$ cat config.mk
export PLATFORM = sky130hd
export DESIGN_NAME = boruss_rom_arbiter
export DESIGN_NICKNAME = d
export VERILOG_FILES = /design/src/rtl/boruss_rom_arbiter.sv
export SDC_FILE = /design/constraint.sdc
export NUM_CORES = 1
export LEC_CHECK = 0
export CAP_MARGIN = 0
export CORE_MARGIN = 1.5
export CORE_UTILIZATION = 36
export DETAILED_ROUTE_END_ITERATION = 10
export GPL_ROUTABILITY_DRIVEN = 0
export PLACE_DENSITY = 0.72
export SETUP_SLACK_MARGIN = 0.4
export SLEW_MARGIN = 15
export SYNTH_ARGS = -nofsm -noshare
export SYNTH_HDL_FRONTEND = slang
export SYNTH_SLANG_ARGS = --single-unit
export TNS_END_PERCENT = 50
$ cat constraint.sdc
create_clock -name clk -period 1.1 [get_ports clk]
set_input_delay 0.165 -clock clk [delete_from_list [all_inputs] [get_ports clk]]
set_output_delay 0.165 -clock clk [all_outputs]
set_load 0.01 [all_outputs]
$ cat src/rtl/boruss_rom_arbiter.sv
// Round-robin sharing of one combinational program ROM between fetch (F) and data (D) ports.
// Registered ROM address and read data; flags a HALT opcode returned to the fetch port.
module boruss_rom_arbiter #(
    parameter int                    ADDR_WIDTH  = 8,
    parameter int                    DATA_WIDTH  = 8,
    parameter logic [DATA_WIDTH-1:0] HALT_OPCODE = {DATA_WIDTH{1'b1}}
) (
    input  logic                  clk,
    input  logic                  rst_n,
    input  logic                  f_req,
    input  logic [ADDR_WIDTH-1:0] f_addr,
    output logic                  f_gnt,
    output logic                  f_rvalid,
    output logic [DATA_WIDTH-1:0] f_rdata,
    input  logic                  d_req,
    input  logic [ADDR_WIDTH-1:0] d_addr,
    output logic                  d_gnt,
    output logic                  d_rvalid,
    output logic [DATA_WIDTH-1:0] d_rdata,
    output logic [ADDR_WIDTH-1:0] rom_addr,
    input  logic [DATA_WIDTH-1:0] rom_data,
    output logic                  halt_seen,
    input  logic                  halt_clr
);

    logic grant_any;
    logic pick_d;
    logic last_d;
    logic slot_valid;
    logic slot_d;
    logic resp_f;
    logic resp_d;

    // last_d=1 after reset so that F wins the first contested edge
    assign grant_any = f_req | d_req;
    assign pick_d    = d_req & (~f_req | ~last_d);
    assign resp_f    = slot_valid & ~slot_d;
    assign resp_d    = slot_valid & slot_d;

    always_ff @(posedge clk or negedge rst_n) begin
        if (!rst_n) begin
            f_gnt      <= 1'b0;
            d_gnt      <= 1'b0;
            rom_addr   <= '0;
            last_d     <= 1'b1;
            slot_valid <= 1'b0;
            slot_d     <= 1'b0;
        end else begin
            f_gnt      <= grant_any & ~pick_d;
            d_gnt      <= pick_d;
            slot_valid <= grant_any;
            slot_d     <= pick_d;
            if (grant_any) begin
                rom_addr <= pick_d ? d_addr : f_addr;
                last_d   <= pick_d;
            end
        end
    end

    always_ff @(posedge clk or negedge rst_n) begin
        if (!rst_n) begin
            f_rvalid <= 1'b0;
            d_rvalid <= 1'b0;
            f_rdata  <= '0;
            d_rdata  <= '0;
        end else begin
            f_rvalid <= resp_f;
            d_rvalid <= resp_d;
            if (resp_f) f_rdata <= rom_data;
            if (resp_d) d_rdata <= rom_data;
        end
    end

    // A HALT response landing on the same edge as halt_clr keeps the flag set
    always_ff @(posedge clk or negedge rst_n) begin
        if (!rst_n) begin
            halt_seen <= 1'b0;
        end else if (resp_f && rom_data == HALT_OPCODE) begin
            halt_seen <= 1'b1;
        end else if (halt_clr) begin
            halt_seen <= 1'b0;
        end
    end

endmodule

# ---- Word-level counts from Yosys, hierarchy flattened
# Cells that the tools add are included.
dict set report totals {
  latchBits 0
  ff_bits 31
  mem_bits_rw 0
  rom_bits 0
  memories 0
}
dict set report op_classes {
  muxes 3
  n_mul 0
  eq_ne 1
  shifts 0
  div_mod_pow 0
  magnitude_cmp 0
  n_reduce_logical 2
  add_sub_neg 0
  n_bitwise 10
}
# operator count
set ops {}
lappend ops {{8-bit equality test, second input constant} 1}
lappend ops {{8-bit two-way mux} 1}
lappend ops {{1-bit bitwise AND} 4}
lappend ops {{1-bit NOT} 4}
lappend ops {{1-bit two-way mux} 2}
lappend ops {{1-bit OR} 2}
lappend ops {{2-bit nonzero test} 1}
lappend ops {{1-bit logical AND} 1}

# ---- Depth between registers and ports, before layout
# Gate-level depths: netlist (run 1).
dict set report depth {
  ltp_word 5
  mapped_depth 5
}

# ---- Worst setup path after synthesis (run 1)
# No wires, ideal clock.
dict set report synth_path {
  kind {flip-flop to flip-flop}
  startpoint {register last_d}
  endpoint {register rom_addr[0]}
  setup_slack_ns -0.046
  t_arrival_ns 1.028
  required_ns 0.982
  setup_time_ns 0.118
  stages_incl_launch_ff 4
  cell_sequence {dfstp_2 a21boi_4 a22o_2 a21o_1}
}
dict set report synth_via {
  elab_chain_cells 4
}
# element line_no
set synth_rtl {}
lappend synth_rtl {{from (decl)} 28} ;# logic last_d;
lappend synth_rtl {{from (signal assigned)} 55} ;# last_d <= pick_d;
lappend synth_rtl {{1-bit NOT} 36} ;# assign pick_d = d_req & (~f_req | ~last_d);
lappend synth_rtl {{1-bit OR} 36}
lappend synth_rtl {{1-bit bitwise AND} 36}
lappend synth_rtl {{net pick_d} 27} ;# logic pick_d;
lappend synth_rtl {{8-bit two-way mux} 54} ;# rom_addr <= pick_d ? d_addr : f_addr;
lappend synth_rtl {{to (signal assigned)} 54}
lappend synth_rtl {{to (decl)} 20} ;# output logic [ADDR_WIDTH-1:0] rom_addr,
# The timed path passes the listed nets, and every way through them passes these cells.
# A chain may end at the register's enable or synchronous reset.

# ---- Final worst setup path (run 1)
dict set report layout_path {
  startpoint {register last_d}
  endpoint {register rom_addr[2]}
}
# Same word-level chain as after synthesis.

==> run summary, run 1 <==
Die area -> 0.00374 mm²
Met3 wire length -> 366 µm
Synth Area in Adders -> 0
Gate Count Post-Synth -> 94
Final Cycle Share -> 1.09
Crit-path cells -> a21boi_4 -> a22o_2 -> a21o_1
IO Pins -> 58
FF+latch area -> 778 µm²
Pre-CTS setup slack -> -402 ps
Achievable Freq -> 0.835 GHz
CP max stage delay -> 560 ps
Critical path class -> reg -> reg
Min-Delay Path Class -> in -> async
Largest net degree at the start of global routing -> 32
Worst EP arrival -> 1410 ps
Die H -> 61.2 µm
Crit Path Max Fanout -> 10
Synth cell types -> 18
Max cap viols -> 0
Synth top area cells -> dfrtp_1 (62%), mux2_2 (7.4%), nand2_1 (7.4%), a22o_2 (6.6%), a21o_1 (4.9%)
Grt total ovfl -> 0
Multi-input logic area -> 500 µm²
CTS tree -> done
Fillers -> 243
Share of layout cells above drive strength 1 -> 0.521
Global Route Usage Sum -> 0.184
Leading cell type in the layout, fill and taps excluded -> dfrtp_1
Final net count -> 216
Failing checks -> setup timing
Sequential-to-total area share from yosys stat -> 0.638
Critical path data required time -> 1310 ps
Final wirelength -> 3370 µm
Post-Layout Inst Area -> 0.00213 mm²
Largest family of logic cells by synthesized area -> compound AO/OA/AOI/OAI gates
Power Density -> 1350 mW/mm²
Compound-gate portion of the synthesized area -> 0.144
Area leader, netlist -> dfrtp_1
Total design power -> 2.88 mW
Area Growth Syn to Fin -> 75.1%
Residual DRC count -> 0
Crit-path slowest cell -> dfstp_2
Maximum VDD drop -> 0.000737 V
Slew Viols, Final -> 0
Placed Cells -> 202
Crit end category -> flop
Startpoint types -> flop
Synth top area share -> 0.616
Row count -> 20
Post-layout minimum cycle time -> 1200 ps
I/O Buffers -> 57
Post-DP Area -> 0.00196 mm²
Post-Synthesis Cell Area -> 0.00122 mm²
RSZ-0062 raised after global routing -> true
DR vias/cell -> 4.80
Core ar. -> 0.00313 mm²
Number of global-route vias before repair -> 1,113
Detailed Routing Iterations Pass 1 -> 4
Sink Count -> 31
Mux contribution to synthesized area -> 0.0821
Routed Antenna Nets -> 0
Largest delay share family, worst path -> flip-flops
First-pass GRT wire length -> 4850 µm
Setup TNS -> -749 ps
Final Hold Vio Count -> 0
DR iter-0 viols -> 24
Reg clk slew, reported paths -> 100 ps
Clk root buf -> clkbuf_4
Met2 routed WL -> 1550 µm
CTS HTree Levels -> 2
Final Util -> 0.682
Relative slew slack -> 0.780
Synthesized flop and latch total -> 31
Mean Syn Cell Area -> 13.0 µm²
Simple-gate portion of the synthesized area -> 0.108
Synthesized Nets -> 123
Status -> finished, violations left
Via count -> 1,114
Most frequent cells in the layout -> dfrtp_1 (29), clkdlybuf4s50_1 (26), buf_2 (25)
Maximum clock path buffer count -> 2
Clock Latency Late Sink -> 330 ps
Worst Tran Pin Value -> 330 ps
Top Layer Used -> met4
Worst setup margin -> -97.6 ps
Per-cell routed wire length -> 14.5 µm
Hold WS -> 184 ps
Final Non-Filler Cells -> 232
Warnings, synthesis -> 0
WL met1 -> 1360 µm
Antenna violations before repair -> 0
HPWL Detailed -> 2170 µm
Die width -> 61.2 µm
Initial Utilization -> 0.390
Worst Skew -> 11.9 ps
Num CTS Buffers -> 5
Ant. Diodes -> 0
Endpoints failing setup -> 14
Leak -> 1.10 nW
Post-Synth XOR/XNOR Area -> 0
WP buf/inv -> 0
-- cell type report --
cell class | instances | area share
Timing Repair Buffer | 85 | 0.333
Inverter | 5 | 0.0147
Clock inverter | 1 | 0.00235
Sequential cell | 31 | 0.365
Multi-Input combinational cell | 58 | 0.235
Tap cell | 44 | 0.0258
Clock buffer | 7 | 0.0211
Timing Repair inverter | 1 | 0.00411
-- synthesized netlist by cell type (all sizes together) --
library cell and count:
a22o 8, o32ai 1, nand4 1, a21boi 1
nand2 25, dfrtp 30, buf 1, a21o 8
nor2 2, nand3 1, dfstp 1, mux2 8
clkinv 1, nand2b 1, inv 4, mux2i 1
-- sequential cells by signal, summed over array words and instances, names as in the netlist --
register,flops
d_rdata,8
d_rvalid,1
f_gnt,1
f_rdata,8
f_rvalid,1
halt_seen,1
last_d,1
rom_addr,8
slot_d,1
slot_valid,1
-- timing repair --
action / 4_1_cts / 5_1_grt
hold buffers: 0 / 0
buffers inserted: 11 / 9
setup endpoints to repair: 60 / 59
pin swaps: 0 / 11
gates resized for setup: 126 / 15
cloned: 0 / 2
-- report_power, final --
group          switching (mW)  leakage (nW)  internal [mW]
clock                   0.378        0.0293          0.249
combinational           0.365         0.701          0.519
sequential             0.0858         0.369           1.29
total                   0.830          1.10           2.05
-- final timing paths --
| path | start | endpoint | slack (ps) | cells past startpoint |
|---|---|---|---|---|
| setup / recovery | last_d$_DFFE_PN1P_ | rom_addr[2]$_DFFE_PN0P_ | -100 | 3 |
| hold / removal | rst_n | f_rdata[5]$_DFFE_PN0P_ | 180 | 2 |
| setup reg to reg | last_d$_DFFE_PN1P_ | rom_addr[2]$_DFFE_PN0P_ | -100 | 3 |
| hold reg to reg | f_rdata[3]$_DFFE_PN0P_ | f_rdata[3]$_DFFE_PN0P_ | 500 | 2 |
| max in group asynchronous | rst_n | last_d$_DFFE_PN1P_ | 670 | 2 |
| min in group clk | d_req | last_d$_DFFE_PN1P_ | 220 | 3 |
-- metal layers --
layer / up-vias / track usage
met3: 11 / 0.0903
li1: 511 / -
met2: 71 / 0.287
met1: 521 / 0.214
met4: 0 / 0.0839
met5: - / 0
-- cells by family (layout without fill, tap and decap cells) --
family | after synthesis | count (layout)
simple gates | 30 | 31
flops | 31 | 31
buf+inv | 6 | 99
compound gates | 18 | 18
mux | 9 | 9
No activity file was read; power rests on OpenSTA's default activity.
==> run 2, diff against run 1 <==
- CORE_MARGIN: 1.5 -> 10
==> run 2 against run 1 <==
The flow still finishes with violations (setup timing). Clock power increased by 11%. Register-to-register slack about the same. Clock-buffer cell count stayed put. Critical path depth did not move. Core utilization shrank 0.89 points. Sequential share of layout area is 1.6 points lower. Final area up 4.5%. Largest power group unchanged. Flip-flop and latch count unchanged. Non-clock buffer count increased by 1. Hold slack about the same.
==> run summary, run 2 (synthesis gave the netlist of run 1 again) <==
Endpoints failing setup -> 13 (was 14)
Sink Count -> 31 (unchanged)
Final Cycle Share -> 1.08 (was 1.09)
Critical path class -> reg -> reg (unchanged)
Area Growth Syn to Fin -> 82.9% (was 75.1%)
Combinational Power Share -> 0.316 (was 0.307)
CTS tree -> done (unchanged)
Number of global-route vias before repair -> 1,197 (was 1,113)
Total design power -> 3.05 mW (was 2.88 mW)
Post-layout minimum cycle time -> 1180 ps (was 1200 ps)
Met3 wire length -> 367 µm (was 366 µm)
First-pass GRT wire length -> 5710 µm (was 4850 µm)
Setup TNS -> -600 ps (was -749 ps)
Maximum clock path buffer count -> 2 (unchanged)
Largest net degree at the start of global routing -> 32 (unchanged)
Leak -> 1.14 nW (was 1.10 nW)
WL met1 -> 1640 µm (was 1360 µm)
Final net count -> 217 (was 216)
CP max stage delay -> 570 ps (was 560 ps)
Min-Delay Path Class -> in -> async (unchanged)
I/O Buffers -> 57 (unchanged)
Crit-path slowest cell -> dfstp_2 (unchanged)
Global Route Usage Sum -> 0.117 (was 0.184)
Residual DRC count -> 0 (unchanged)
Relative slew slack -> 0.790 (was 0.780)
Worst EP arrival -> 1400 ps (was 1410 ps)
Die area -> 0.00611 mm² (was 0.00374 mm²)
Clk root buf -> clkbuf_4 (unchanged)
Antenna violations before repair -> 0 (unchanged)
Crit end category -> flop (unchanged)
Crit Path Max Fanout -> 10 (unchanged)
Status -> finished, violations left (unchanged)
Hold Buf Count CTS -> 0 (unchanged)
Share of layout cells above drive strength 1 -> 0.566 (was 0.521)
WP buf/inv -> 0 (unchanged)
Slew Viols, Final -> 0 (unchanged)
Ant. Diodes -> 0 (unchanged)
Detailed Routing Iterations Pass 1 -> 4 (unchanged)
Die width -> 78.2 µm (was 61.2 µm)
Worst Setup SP -> last_d$_DFFE_PN1P_ (unchanged)
Worst Skew -> 10.5 ps (was 11.9 ps)
Final Hold Vio Count -> 0 (unchanged)
DR iter-0 viols -> 83 (was 24)
Reg2Reg Launch Point -> last_d$_DFFE_PN1P_ (unchanged)
Maximum VDD drop -> 0.000680 V (was 0.000737 V)
Power Internal -> 2.18 mW (was 2.05 mW)
Sw power -> 0.864 mW (was 0.830 mW)
Startpoint types -> flop (unchanged)
Critical path data required time -> 1320 ps (was 1310 ps)
Switch share -> 0.284 (was 0.288)
Worst setup margin -> -83.4 ps (was -97.6 ps)
Achievable Freq -> 0.845 GHz (was 0.835 GHz)
Top Layer Used -> met4 (unchanged)
Regs by FF count -> d_rdata x8, f_rdata x8, rom_addr x8 (unchanged)
Failing checks -> setup timing (unchanged)
Reg clk slew, reported paths -> 100 ps (about the same)
Power Density -> 1370 mW/mm² (was 1350 mW/mm²)
Clk pwr share -> 0.229 (was 0.217)
DR vias/cell -> 4.59 (was 4.80)
Clock Latency Late Sink -> 330 ps (about the same)
Crit-path cells -> a21boi_4 -> a22o_2 -> a21o_1 (unchanged)
Sequential power share -> 0.455 (was 0.476)
Largest delay share family, worst path -> flip-flops (unchanged)
Met2 routed WL -> 1660 µm (was 1550 µm)
Most frequent cells in the layout -> dfrtp_1 (29), clkdlybuf4s50_1 (26), buf_4 (23) (was dfrtp_1 (29), clkdlybuf4s50_1 (26), buf_2 (25))
Leading cell type in the layout, fill and taps excluded -> dfrtp_1 (unchanged)
Per-cell routed wire length -> 15.7 µm (was 14.5 µm)
Final wirelength -> 3690 µm (was 3370 µm)
Worst Tran Pin Value -> 313 ps (was 330 ps)
RSZ-0062 raised after global routing -> true (unchanged)
Die H -> 78.2 µm (was 61.2 µm)
IO Pins -> 58 (unchanged)
Fillers -> 270 (was 243)
CTS HTree Levels -> 2 (unchanged)
Num CTS Buffers -> 5 (unchanged)
HPWL Detailed -> 2580 µm (was 2170 µm)
Grt total ovfl -> 0 (unchanged)
Final Util -> 0.673 (was 0.682)
Row count -> 21 (was 20)
Max cap viols -> 0 (unchanged)
Via count -> 1,078 (was 1,114)
Initial Utilization -> 0.368 (was 0.390)
Routed Antenna Nets -> 0 (unchanged)
Core ar. -> 0.00331 mm² (was 0.00313 mm²)
-- run 2: cell count changes in the layout (fill, tap and decap cells not counted) --
cell,delta
nand2_1,-7
nand2_4,+4
buf_2,-10
buf_4,+4
buf_6,+7
clkbuf_8,+1
clkbuf_1,-1
nand2_2,+4
nand2_8,-1
-- run 2: repair_timing --
| action | CTS | global route |
|---|---|---|
| endpoints found under the setup margin | 60 | 59 |
| setup buffers | 11 | 8 |
| gates cloned | 0 | 2 |
| resized for setup | 135 | 22 |
| pin swaps | 14 | 4 |
-- run 2: path summary, 6_finish.rpt --
path | end | slack, ps | cells past startpoint
worst max-delay path | rom_addr[3]$_DFFE_PN0P_ | -80 | 3
worst min-delay path | f_rdata[2]$_DFFE_PN0P_ | 180 | 2
worst max register to register | rom_addr[3]$_DFFE_PN0P_ | -80 | 3
worst min register to register | f_rdata[1]$_DFFE_PN0P_ | 510 | 2
max in group asynchronous | last_d$_DFFE_PN1P_ | 670 | 2
min in group clk | last_d$_DFFE_PN1P_ | 220 | 3
-- run 2: power by group through the flow --
stage               Clock, mW  Sequential [mW]  Combinational [mW]
floorplan                   0             1.45               0.245
global placement            0             1.39               0.815
detailed placement          0             1.39               0.832
CTS                     0.712             1.37               0.830
global route            0.776             1.40                1.04
finish                  0.697             1.39               0.964
-- run 2: final cells by class --
cell class              instances  area, µm²  share of cell area
clock buffers                   7       55.1              0.0247
clock inverters                 1       5.00             0.00225
inverters                       5       31.3              0.0140
multi-input cells              58        524               0.235
flip-flops and latches         31        778               0.349
well taps                      46       57.6              0.0258
repair buffers                 86        768               0.345
repair inverters                1       8.76             0.00393
-- run 2: per-stage QoR --
step	instance area, µm²	hold WS, ps	std cells	setup WS (ps)
2_1_floorplan	1270	-131	94	-17.0
3_3_place_gp	1990	459	206	-325
3_5_place_dp	1990	470	206	-375
4_1_cts	2040	185	225	-81.9
5_1_grt	2230	184	235	-118
6_report	2230	183	235	-83.4
-- run 2: routing by layer --
layer	vias up	track usage
met4	0	0.0341
li1	507	-
met3	2	0.0740
met5	-	0
met2	58	0.167
met1	511	0.141
